## src/rtl/uart_pkg.sv

```systemverilog
// Shared types and helpers for the 8N1 UART receiver.
// Optional parity support is enabled with UART_RX_PARITY_EN.
package uart_pkg;

    localparam int UART_DATA_W = 8;

    typedef enum logic [2:0] {
        IDLE,
        START,
        DATA,
        PARITY,
        STOP,
        BREAK
    } rx_state_t;

    // Whole clk cycles per line bit; the fractional part is truncated.
    function automatic int cycles_per_bit(input int clk_hz, input int baud);
        return clk_hz / baud;
    endfunction

endpackage

```

## src/rtl/uart_rx_if.sv

```systemverilog
// Byte delivery and error-pulse interface between uart_rx and its consumer.
// parity_err exists only when UART_RX_PARITY_EN is defined.
interface uart_rx_if;
    import uart_pkg::*;

    logic [UART_DATA_W-1:0] data;
    logic                   valid;
    logic                   ready;
    logic                   frame_err;
    logic                   overrun;
`ifdef UART_RX_PARITY_EN
    logic                   parity_err;

    modport master (output data, output valid, output frame_err, output overrun,
                    output parity_err, input ready);
    modport slave  (input data, input valid, input frame_err, input overrun,
                    input parity_err, output ready);
`else
    modport master (output data, output valid, output frame_err, output overrun,
                    input ready);
    modport slave  (input data, input valid, input frame_err, input overrun,
                    output ready);
`endif

endinterface

```

## src/rtl/uart_rx_bit_sync.sv

```systemverilog
// Two-flop synchroniser for an asynchronous single-bit input, with a
// configurable reset value so an idle-high line does not look active out of reset.
module uart_rx_bit_sync #(
    parameter logic RST_VAL = 1'b1
) (
    input  logic clk,
    input  logic reset,
    input  logic d_i,
    output logic q_o
);

    logic meta_q;
    logic sync_q;

    // NOTE: non-blocking assignments keep the two stages as distinct flops;
    // blocking ones would collapse the chain into a single register.
    always_ff @(posedge clk or posedge reset) begin
        if (reset) begin
            meta_q <= RST_VAL;
            sync_q <= RST_VAL;
        end else begin
            meta_q <= d_i;
            sync_q <= meta_q;
        end
    end

    assign q_o = sync_q;

endmodule

```

## src/rtl/uart_rx.sv

```systemverilog
// 8N1 UART receiver: mid-bit sampling, one-entry valid/ready holding register,
// single-cycle framing/overrun pulses. Define UART_RX_PARITY_EN for even parity.
module uart_rx
    import uart_pkg::*;
#(
    parameter int UART_CLK_FREQ = 24_000_000,
    parameter int UART_BAUD     = 115_200
) (
    input  logic     clk,
    input  logic     reset,
    input  logic     uart_rxd,
    uart_rx_if.master rx_if
);

    localparam int BIT_CYC  = cycles_per_bit(UART_CLK_FREQ, UART_BAUD);
    localparam int HALF_CYC = BIT_CYC / 2;
    localparam int CNT_W    = $clog2(BIT_CYC);
    localparam int IDX_W    = $clog2(UART_DATA_W);

    if (BIT_CYC < 4) begin : g_bit_cyc_chk
        $error("uart_rx: BIT_CYC must be at least 4");
    end

    logic                   rx_s;
    rx_state_t              state_q;
    logic [CNT_W-1:0]       cnt_q;
    logic [IDX_W-1:0]       bit_idx_q;
    logic [UART_DATA_W-1:0] shift_q;
    logic [UART_DATA_W-1:0] data_q;
    logic                   valid_q;
    logic                   frame_err_q;
    logic                   overrun_q;
    logic                   sample;
    logic                   byte_ok;

    uart_rx_bit_sync #(.RST_VAL(1'b1)) u_sync (
        .clk   (clk),
        .reset (reset),
        .d_i   (uart_rxd),
        .q_o   (rx_s)
    );

    assign sample = (cnt_q == '0);

`ifdef UART_RX_PARITY_EN
    logic parity_err_q;
    logic parity_bad_q;

    assign byte_ok          = !parity_bad_q;
    assign rx_if.parity_err = parity_err_q;
`else
    assign byte_ok = 1'b1;
`endif

    always_ff @(posedge clk or posedge reset) begin
        if (reset) begin
            state_q      <= IDLE;
            cnt_q        <= '0;
            bit_idx_q    <= '0;
            shift_q      <= '0;
            data_q       <= '0;
            valid_q      <= 1'b0;
            frame_err_q  <= 1'b0;
            overrun_q    <= 1'b0;
`ifdef UART_RX_PARITY_EN
            parity_err_q <= 1'b0;
            parity_bad_q <= 1'b0;
`endif
        end else begin
            frame_err_q <= 1'b0;
            overrun_q   <= 1'b0;
`ifdef UART_RX_PARITY_EN
            parity_err_q <= 1'b0;
`endif
            // Consumption; a byte delivered in this same cycle overrides it below.
            if (valid_q && rx_if.ready) valid_q <= 1'b0;

            // NOTE: every state is listed with a default arm so an illegal
            // encoding recovers to IDLE instead of holding forever.
            case (state_q)
                IDLE: begin
                    if (!rx_s) begin
                        state_q <= START;
                        cnt_q   <= CNT_W'(HALF_CYC - 1);
                    end
                end
                START: begin
                    if (!sample) begin
                        cnt_q <= cnt_q - CNT_W'(1);
                    end else if (!rx_s) begin
                        state_q   <= DATA;
                        bit_idx_q <= '0;
                        cnt_q     <= CNT_W'(BIT_CYC - 1);
`ifdef UART_RX_PARITY_EN
                        parity_bad_q <= 1'b0;
`endif
                    end else begin
                        state_q <= IDLE;
                    end
                end
                DATA: begin
                    if (!sample) begin
                        cnt_q <= cnt_q - CNT_W'(1);
                    end else begin
                        shift_q   <= {rx_s, shift_q[UART_DATA_W-1:1]};
                        bit_idx_q <= bit_idx_q + IDX_W'(1);
                        cnt_q     <= CNT_W'(BIT_CYC - 1);
                        if (bit_idx_q == IDX_W'(UART_DATA_W - 1)) begin
`ifdef UART_RX_PARITY_EN
                            state_q <= PARITY;
`else
                            state_q <= STOP;
`endif
                        end
                    end
                end
`ifdef UART_RX_PARITY_EN
                PARITY: begin
                    if (!sample) begin
                        cnt_q <= cnt_q - CNT_W'(1);
                    end else begin
                        state_q      <= STOP;
                        cnt_q        <= CNT_W'(BIT_CYC - 1);
                        parity_bad_q <= (rx_s != ^shift_q);
                        parity_err_q <= (rx_s != ^shift_q);
                    end
                end
`endif
                STOP: begin
                    if (!sample) begin
                        cnt_q <= cnt_q - CNT_W'(1);
                    end else if (rx_s) begin
                        state_q <= IDLE;
                        if (byte_ok) begin
                            if (!valid_q || rx_if.ready) begin
                                data_q  <= shift_q;
                                valid_q <= 1'b1;
                            end else begin
                                overrun_q <= 1'b1;
                            end
                        end
                    end else begin
                        frame_err_q <= 1'b1;
                        state_q     <= BREAK;
                    end
                end
                BREAK: begin
                    if (rx_s) state_q <= IDLE;
                end
                default: state_q <= IDLE;
            endcase
        end
    end

    assign rx_if.data      = data_q;
    assign rx_if.valid     = valid_q;
    assign rx_if.frame_err = frame_err_q;
    assign rx_if.overrun   = overrun_q;

endmodule
```

## src/flat_wrapper.sv

```systemverilog
// flat-port wrapper written by rule: the top's interface ports become plain ports
module uart_rx_flat import uart_pkg::*;
#(
    parameter int UART_CLK_FREQ = 24_000_000,
    parameter int UART_BAUD     = 115_200
)
  (clk, reset, uart_rxd, rx_if_data, rx_if_valid, rx_if_frame_err, rx_if_overrun, rx_if_ready);
  uart_rx_if rx_if_i ();
  input  logic clk;
  input  logic reset;
  input  logic uart_rxd;
  output wire logic [$bits(rx_if_i.data)-1:0] rx_if_data;
  output wire logic [$bits(rx_if_i.valid)-1:0] rx_if_valid;
  output wire logic [$bits(rx_if_i.frame_err)-1:0] rx_if_frame_err;
  output wire logic [$bits(rx_if_i.overrun)-1:0] rx_if_overrun;
  input wire logic [$bits(rx_if_i.ready)-1:0] rx_if_ready;
  assign rx_if_data = rx_if_i.data;
  assign rx_if_valid = rx_if_i.valid;
  assign rx_if_frame_err = rx_if_i.frame_err;
  assign rx_if_overrun = rx_if_i.overrun;
  assign rx_if_i.ready = rx_if_ready;
  uart_rx #(.UART_CLK_FREQ(UART_CLK_FREQ), .UART_BAUD(UART_BAUD)) u_core (.clk(clk), .reset(reset), .uart_rxd(uart_rxd), .rx_if(rx_if_i));
endmodule
```

## config.mk

```make
export PLATFORM = sky130hd
export DESIGN_NAME = uart_rx_flat
export DESIGN_NICKNAME = d
export VERILOG_FILES = /design/src/rtl/uart_pkg.sv /design/src/rtl/uart_rx_if.sv /design/src/rtl/uart_rx_bit_sync.sv /design/src/rtl/uart_rx.sv /design/src/flat_wrapper.sv
export SDC_FILE = /design/constraint.sdc
export NUM_CORES = 1
export LEC_CHECK = 0
export CORE_ASPECT_RATIO = 1.1
export CORE_MARGIN = 3
export CORE_UTILIZATION = 50
export CTS_BUF_LIST = sky130_fd_sc_hd__clkbuf_8
export DETAILED_ROUTE_END_ITERATION = 8
export GPL_ROUTABILITY_DRIVEN = 1
export HOLD_SLACK_MARGIN = 0.1
export PLACE_DENSITY = 0.7
export REMOVE_ABC_BUFFERS = 1
export SLEW_MARGIN = 20
export SYNTH_ARGS = -nofsm -noshare
export SYNTH_HDL_FRONTEND = slang
export SYNTH_SLANG_ARGS = --single-unit
```

## constraint.sdc

```tcl
create_clock -name clk -period 4.2 [get_ports clk]
set_input_delay 0.84 -clock clk [delete_from_list [all_inputs] [get_ports clk]]
set_output_delay 0.84 -clock clk [all_outputs]
set_load 0.005 [all_outputs]
```

After elaboration in Yosys (flattened, before gate mapping) --
Index checks and enable logic that the tools add are counted. Widths: inputs -> output; s select.
Word-level totals: register bits after elaboration 35, latch bits 0, RAM bits 0, ROM bits 0, input bits 4, output and inout port bits 11, word-level logic and storage cells 69, memories kept 0
Operators by class: add/sub/neg operators 2, multipliers 0, divide/modulo/power cells 0, magnitude comparators 0, equality and inequality tests 14, shift-type cells 0, muxes and demuxes 31, bitwise gates (word level) 0, reduce and logical (&&, ||, !) cells 12
Operators by type and width (count):
- $mux 8 | 5
- $pmux 8 s4 | 1
- $mux 3 | 10
- $pmux 3 s5 | 1
- $mux 1 | 12
- $reduce_and 4->1 | 3
- $eq 3x3->1 const B | 3
- $logic_not 8->1 | 1
- $ne 2x1->1 const B | 4
- $ne 2x2->1 const B | 4
- $sub 8x1->8 const B | 1
- $pmux 3 s2 | 1
- $reduce_and 6->1 | 1
- $reduce_bool 4->1 | 1
- $add 3x1->3 const B | 1
- $eq 3x1->1 const B | 1
- $eq 3x2->1 const B | 1
- $logic_not 3->1 | 1
- $ne 3x3->1 const B | 1
- $mux 2 | 1
- $reduce_and 2->1 | 1
- $reduce_bool 2->1 | 1
- $logic_and 1x1->1 | 1
- $logic_not 1->1 | 1
- $logic_or 1x1->1 | 1

Logic depth before layout (Yosys ltp) --
Gate-level depths: netlist (run 1).
depth in word-level cells 6, mapped depth 8, gate-level depth less buffers 6

Modules after synthesis --
Synthesis (run 1) repeated with hierarchy kept, for this count alone.
Second synthesis, totals: cell total of the unflattened synthesis 153, area total of the unflattened synthesis 1815.5 um2
By module, submodules not included:
- uart_rx | instances 1, cells an instance 150, area an instance 1759.2 um2, seq. area each 825.8 um2
- uart_rx_bit_sync | instances 1, cells an instance 3, area an instance 56.3 um2, seq. area each 52.6 um2

Worst setup path after synthesis (run 1) --
OpenSTA, ideal clock, no wires.
path type register to register, start point reg u_core.cnt_q[0], end point reg u_core.data_q[0], in the netlist u_core.rx_if.data[0], setup time 0.125 ns, arrival 1.714 ns, required time 4.075 ns, slack 2.361 ns, cell stages (with the launch flop) 7, path buffers 0, period minus slack after synthesis 1.839 ns, path through dfrtp_1 inv_1 ha_1 or4b_4 nor2_4 nand4_4 mux2_2
On the way: word-level cells in the longest chain between the ends 2
Ends and longest elaborated chain:
- start, declared | line uart_rx.sv:26 | logic [CNT_W-1:0] cnt_q;
- start signal, assigned | line uart_rx.sv:84 | cnt_q <= CNT_W'(HALF_CYC - 1);
- start signal, assigned | line uart_rx.sv:89 | cnt_q <= cnt_q - CNT_W'(1);
- start signal, assigned | line uart_rx.sv:93 | cnt_q <= CNT_W'(BIT_CYC - 1);
- $logic_not 8->1 | line uart_rx.sv:43 | assign sample = (cnt_q == '0);
- $reduce_and 4->1 (no source line)
- end signal, assigned | line uart_rx.sv:136 | data_q <= shift_q;
- end, declared | line uart_rx.sv:29 | logic [UART_DATA_W-1:0] data_q;
No other way between the ends. A chain may end at the register's enable or synchronous reset.

Final worst setup path (run 1) --
start point reg u_core.cnt_q[0], end point reg u_core.shift_q[0]
On the way: word-level cells in the longest chain between the ends 2
Ends and longest elaborated chain:
- $logic_not 8->1 | line uart_rx.sv:43
- $reduce_and 2->1 (no source line)
- end signal, assigned | line uart_rx.sv:105 | shift_q <= {rx_s, shift_q[UART_DATA_W-1:1]};
- end, declared | line uart_rx.sv:28 | logic [UART_DATA_W-1:0] shift_q;
No other way between the ends.

==> results of run 1 <==
-- power groups by stage --
| stage | clock (mW) | sequential, mW | combinational [mW] |
|---|---|---|---|
| 6_report | 0.224 | 0.340 | 0.0131 |
| 5_1_grt | 0.249 | 0.340 | 0.0148 |
| 4_1_cts | 0.234 | 0.340 | 0.0136 |
| 3_5_place_dp | 0 | 0.347 | 0.0136 |
| 3_3_place_gp | 0 | 0.346 | 0.0131 |
| 2_1_floorplan | 0 | 0.346 | 0.00757 |
-- cells in the mapped netlist, types with 2 or more instances --
library cell / instances
dfrtp_1: 33
mux2_2: 17
nand2_1: 9
inv_1: 8
nor2_1: 7
a21oi_1: 6
nand3_1: 5
a2bb2oi_1: 4
and3_1: 4
nor3_1: 4
o21ai_0: 4
buf_2: 3
ha_1: 3
nand2b_1: 3
o221a_2: 3
o22ai_1: 3
clkbuf_1: 2
dfstp_2: 2
nor2b_1: 2
o21a_1: 2
o22a_1: 2
o32a_1: 2
-- flip-flops by register name, indices dropped and copies added (netlist names) --
name                    flops
u_core.state_q              3
u_core.rx_if.overrun        1
u_core.rx_if.valid          1
u_core.rx_if.frame_err      1
u_core.bit_idx_q            3
u_core.u_sync.meta_q        1
u_core.u_sync.q_o           1
u_core.shift_q              8
u_core.cnt_q                8
u_core.rx_if.data           8
-- critical path, cell delays in order, from the launching register on --
cell and delay (ns):
dfrtp_1 0.41, inv_1 0.07, ha_1 0.21, nor4b_2 0.84
nand3_2 0.46, mux2_2 0.41
-- cell families after synthesis --
family / count (synthesis) / share of synthesized area
buffers and inverters: 15 / 0.0407
AOI/OAI and AO/OA: 34 / 0.154
DFF: 35 / 0.501
and+or+nand+nor: 45 / 0.158
xor gates and xnor gates: 2 / 0.0100
muxes: 18 / 0.115
adders and majority gates: 3 / 0.0214
-- layer usage --
metal / GRT usage / share of wire / up-vias
li1: - / - / 587
met1: 0.200 / 0.42 / 604
met2: 0.338 / 0.54 / 20
met3: 0.0476 / 0.029 / 4
met4: 0.0716 / 0.013 / 0
met5: 0 / 0 / -
-- layout make-up --
type / instances / share of cell area
Tap cell: 46 / 0.0288
Multi-Input combinational cell: 102 / 0.402
Inverter: 8 / 0.0150
Sequential cell: 35 / 0.440
Timing Repair Buffer: 15 / 0.0739
Clock inverter: 3 / 0.00627
Clock buffer: 5 / 0.0345
-- worst min path at each step --
stage                              start                 to  slack (ns)  cells after the start
finish              u_core.u_sync.meta_q  u_core.u_sync.q_o        0.36                      0
global route        u_core.u_sync.meta_q  u_core.u_sync.q_o        0.37                      0
CTS                 u_core.u_sync.meta_q  u_core.u_sync.q_o        0.36                      0
detailed placement  u_core.u_sync.meta_q  u_core.u_sync.q_o        0.35                      0
global placement    u_core.u_sync.meta_q  u_core.u_sync.q_o        0.35                      0
floorplan           u_core.u_sync.meta_q  u_core.u_sync.q_o        0.35                      0
==> summary.txt, run 1 <==
STA
  • Slew headroom: 0.324
  • WHS: 0.361 ns
  • Worst Tran Pin Value: 1.01 ns
  • Fmax: 398 MHz
  • Setup ws final: 1.68 ns
  • Crit share post-route: 0.599
  • Final setup fails: 0
  • Final slew viol count: 0
  • Sum of negative setup slack: 0 ns
  • RSZ-0062 raised after global routing: false
  • Final hold violations: 0
  • Setup Skew: 0.00381 ns
  • Tmin final: 2.52 ns

Critical path
  • CP Capture Type: register
  • Crit path from: u_core.cnt_q[0]
  • WP data arrival: 2.68 ns
  • Worst setup path class: reg -> reg
  • CP Max Fanout: 11
  • Critical path destination: u_core.shift_q[0]
  • R2R cell count: 5
  • Setup slack, reg-to-reg: 1.68 ns
  • Worst setup SP type: register
  • CP required: 4.36 ns
  • Crit Reg-Reg Startpoint: u_core.cnt_q[0]
  • FF-to-FF End: u_core.shift_q[0]

Power and ir drop
  • Clock power frac: 0.387
  • VDD IR max: 0.000226 V
  • Total power: 0.577 mW
  • Sw power: 0.123 mW
  • Leakage: 0.885 nW
  • Gate power share: 0.023
  • P per Cell Area: 289 nW/um^2
  • Switching share of power: 0.212
  • Seq pwr share: 0.590
  • Int Pwr: 0.454 mW

Floorplan
  • # IOs: 15
  • Die H: 68.1 um
  • CORE AREA: 3210 sq um
  • Initial Utilization: 0.546
  • Row count: 21
  • Die ar.: 4250 sq um
  • Die width: 62.4 um

Clock network
  • Clock transition at the registers of the reported paths: 0.07 ns
  • TritonCTS clock tree: built
  • Clk root buf: clkbuf_8
  • Cts hold-fix bufs: 0
  • CTS Buf Count: 5
  • H-Tree Depth: 2
  • Postcts setup bufs: 0
  • Sink Count: 35
  • Post_cts resized: 0
  • Skew-Pair Late Insertion Delay: 0.28 ns
  • Longest Clk Path Bufs: 2

Synthesis
  • Synth Cell Area: 1750 sq um
  • Top_reg_cell synth: dfrtp_1
  • Yosys top cell by area: dfrtp_1
  • Synth top area share: 0.471
  • Post-synth ARST share: 1.00
  • Area contributors post-synth: dfrtp_1 47%, mux2_2 11%, dfstp_2 3.0%
  • Syn. warnings: 0
  • Synthesized instance count: 152
  • Seq cells post-synth: 35
  • Syn_area_per_cell: 11.5 sq um
  • Yosys cell types: 46
  • Post-synth EDFFs: 0
  • Sequential area share after synthesis: 0.501

Place
  • Routability congestion estimate: 0.928
  • Area after DPL: 1920 sq um
  • Dpl ws: 1.73 ns
  • IO Port Bufs: 14
  • Dpl cells: 206
  • Post-DP HPWL: 2440 um

GRT
  • Vias in the first global route: 1308
  • First-pass GRT wire length: 5910 um
  • Largest net degree at the start of global routing: 22
  • Tot GR Track Use: 0.181
  • Total grt overflow: 0
  • Initial antenna violation count: 0

Drt
  • Pre-antenna DRT Iters: 4
  • Initial DRC Count: 98
  • Drt drc: 0
  • Antenna-violating nets left: 0
  • Via count: 1215
  • DR vias/cell: 5.68
  • Total wire length: 3360 um
  • WL per Instance: 15.7 um

Finish
  • Final net count: 174
  • Fillers: 268
  • Design area: 2000 sq um
  • Area of the multi-input gates: 802 sq um
  • Non-filler instance count after layout: 214
  • Most frequent cells in the layout: 33 x dfrtp_1, 17 x mux2_2, 14 x clkdlybuf4s50_1
  • Register Area: 878 sq um
  • Most common cell after layout, fill and taps aside: dfrtp_1
  • Fin util: 0.623
  • Share of post-route cells with drive strength above 1: 0.220
  • Area growth, synth to finish: 14.0%
  • ANT cells: 0

Outcome
  • Status: finished clean

Job
  • Max_cap viols: 0

Worst hold path
  • Min-delay worst type: reg -> reg
Note: power is estimated with default switching activity, not from simulation.
==> run 2: changes to the inputs <==
--- a/config.mk
+++ b/config.mk
@@ -12,7 +12,7 @@
 export DETAILED_ROUTE_END_ITERATION = 8
 export GPL_ROUTABILITY_DRIVEN = 1
 export HOLD_SLACK_MARGIN = 0.1
-export PLACE_DENSITY = 0.7
+export PLACE_DENSITY = 0.73
 export REMOVE_ABC_BUFFERS = 1
 export SLEW_MARGIN = 20
 export SYNTH_ARGS = -nofsm -noshare
==> constraint.sdc (replaced) <==
create_clock -name clk -period 2.1 [get_ports clk]
set_input_delay 0.42 -clock clk [delete_from_list [all_inputs] [get_ports clk]]
set_output_delay 0.42 -clock clk [all_outputs]
set_load 0.005 [all_outputs]
==> run 2 against run 1 <==
Effect of this change: clock-buffer cell count unchanged; clock skew up 0.0047 ns; combinational power up 110%; highest routed layer unchanged; via count up 3.5%.
==> summary.txt, run 2 (synthesized netlist as in run 1, its figures left out) <==
Outcome
  • Status: finished clean

Critical path
  • R2R cell count: 6
  • Worst setup SP type: register
  • CP required: 2.27 ns
  • Setup slack, reg-to-reg: 0.11 ns
  • FF-to-FF End: u_core.rx_if.data[1]
  • CP peak stage delay: 0.49 ns
  • CP Max Fanout: 8
  • Crit Reg-Reg Startpoint: u_core.cnt_q[0]
  • Cell Chain, Critical Path: inv_1, ha_2, or4b_4, nor2_4, nand4_4, mux2_2
  • WP data arrival: 2.16 ns
  • CP Capture Type: register
  • Max stage delay cell, worst path: or4b_4
  • Worst setup path class: reg -> reg

STA
  • Fmax: 502 MHz
  • WHS: 0.361 ns
  • Crit share post-route: 0.949
  • Worst Tran Pin Value: 0.537 ns
  • Setup ws final: 0.106 ns
  • Tmin final: 1.99 ns
  • Setup Skew: 0.00849 ns
  • RSZ-0062 raised after global routing: false
  • Slew headroom: 0.639
  • Final setup fails: 0
  • Final hold violations: 0
  • Sum of negative setup slack: 0 ns
  • Final slew viol count: 0

Floorplan
  • Row count: 21
  • # IOs: 15
  • Die ar.: 4250 sq um
  • Die width: 62.4 um
  • CORE AREA: 3210 sq um
  • Die H: 68.1 um
  • Initial Utilization: 0.546

Place
  • IO Port Bufs: 14
  • Dpl cells: 213
  • Routability congestion estimate: 0.865
  • Dpl ws: 0.0952 ns
  • Post-DP HPWL: 2460 um
  • Area after DPL: 1970 sq um

Finish
  • Non-filler instance count after layout: 223
  • Fillers: 243
  • Most frequent cells in the layout: 33 x dfrtp_1, 17 x mux2_2, 14 x clkdlybuf4s50_1
  • Design area: 2120 sq um
  • Register Area: 878 sq um
  • Share of post-route cells with drive strength above 1: 0.277
  • Area of the multi-input gates: 805 sq um
  • Area growth, synth to finish: 21.1%
  • Fin util: 0.662
  • ANT cells: 0
  • Final net count: 183
  • Most common cell after layout, fill and taps aside: dfrtp_1

Clock network
  • Skew-Pair Late Insertion Delay: 0.29 ns
  • TritonCTS clock tree: built
  • Clock transition at the registers of the reported paths: 0.08 ns
  • CTS Buf Count: 5
  • Sink Count: 35
  • Longest Clk Path Bufs: 2
  • H-Tree Depth: 2
  • Clk root buf: clkbuf_8

Drt
  • Pre-antenna DRT Iters: 4
  • DR vias/cell: 5.64
  • WL per Instance: 15.5 um
  • Initial DRC Count: 50
  • Total wire length: 3450 um
  • Via count: 1257
  • Antenna-violating nets left: 0
  • Drt drc: 0

GRT
  • Met1 GRT Util: 0.191
  • Vias in the first global route: 1376
  • M2 GR Usage: 0.342
  • Tot GR Track Use: 0.185
  • Initial antenna violation count: 0
  • Total grt overflow: 0
  • First-pass GRT wire length: 6050 um
  • Global routing's busiest layer: met2
  • Grt met3 use: 0.0509
  • Largest net degree at the start of global routing: 36

Power and ir drop
  • Sw power: 0.267 mW
  • Seq pwr share: 0.477
  • Leakage: 0.942 nW
  • Total power: 1.43 mW
  • Int Pwr: 1.16 mW
  • Gate power share: 0.019
  • Switching share of power: 0.187
  • P per Cell Area: 673 nW/um^2
  • VDD IR max: 0.000480 V
  • Clock power frac: 0.504

Worst hold path
  • Hold endpoint: u_core.u_sync.q_o
  • Hold wc startpoint: u_core.u_sync.meta_q
  • Hold Crit Depth: 0
  • Min-delay worst type: reg -> reg

Job
  • Max_cap viols: 0
==> run 2: changes by cell type in the layout (fill, tap and decap cells not counted) <==
cell        change
ha_2            +1
ha_1            -1
buf_4           +9
bufinv_16       +2
clkinvlp_4      +1
clkinv_2        -1
inv_1           -2
==> run 2: worst max-delay path by stage <==
stage                     from                    to  cells after the start
2_1_floorplan  u_core.cnt_q[0]       u_core.cnt_q[1]                      6
3_3_place_gp   u_core.cnt_q[0]  u_core.rx_if.data[2]                      6
3_5_place_dp   u_core.cnt_q[0]  u_core.rx_if.data[1]                      6
4_1_cts        u_core.cnt_q[0]  u_core.rx_if.data[1]                      6
5_1_grt        u_core.cnt_q[0]  u_core.rx_if.data[2]                      6
6_report       u_core.cnt_q[0]  u_core.rx_if.data[1]                      6
==> run 2: power groups by stage <==
stage,registers (mW),logic (mW),clock network [mW]
finish,0.681,0.0276,0.719
global route,0.681,0.0313,0.761
CTS,0.680,0.0283,0.725
detailed placement,0.693,0.0283,0
global placement,0.693,0.0276,0
floorplan,0.692,0.0151,0
==> run 2: final cells by class <==
class                   instances  share of cell area
clock buffers                   5              0.0324
inverters                       8              0.0142
multi-input cells             102               0.379
repair buffers                 24               0.101
well taps                      46              0.0271
flip-flops and latches         35               0.414
clock inverters                 3              0.0318
==> run 2: critical path, delay by kind of cell (launching register included) <==
| kind | cells | cell delay, ns |
|---|---|---|
| muxes | 1 | 0.32 |
| adders and majority gates | 1 | 0.20 |
| buffers and inverters | 1 | 0.07 |
| DFF | 1 | 0.41 |
| and+or+nand+nor | 3 | 0.87 |
==> run 2: metal layers <==
layer  vias up  part of all wire
met3        13             0.037
met2        34              0.51
met1       609              0.42
li1        601                 -
met4         0             0.038
met5         -                 0
==> run 2: repair_timing <==
action | 4_1_cts | 5_1_grt
hold buffers | 0 | 0
setup buffers | 0 | 2
gates resized for setup | 0 | 1
setup endpoints to repair | 0 | 8
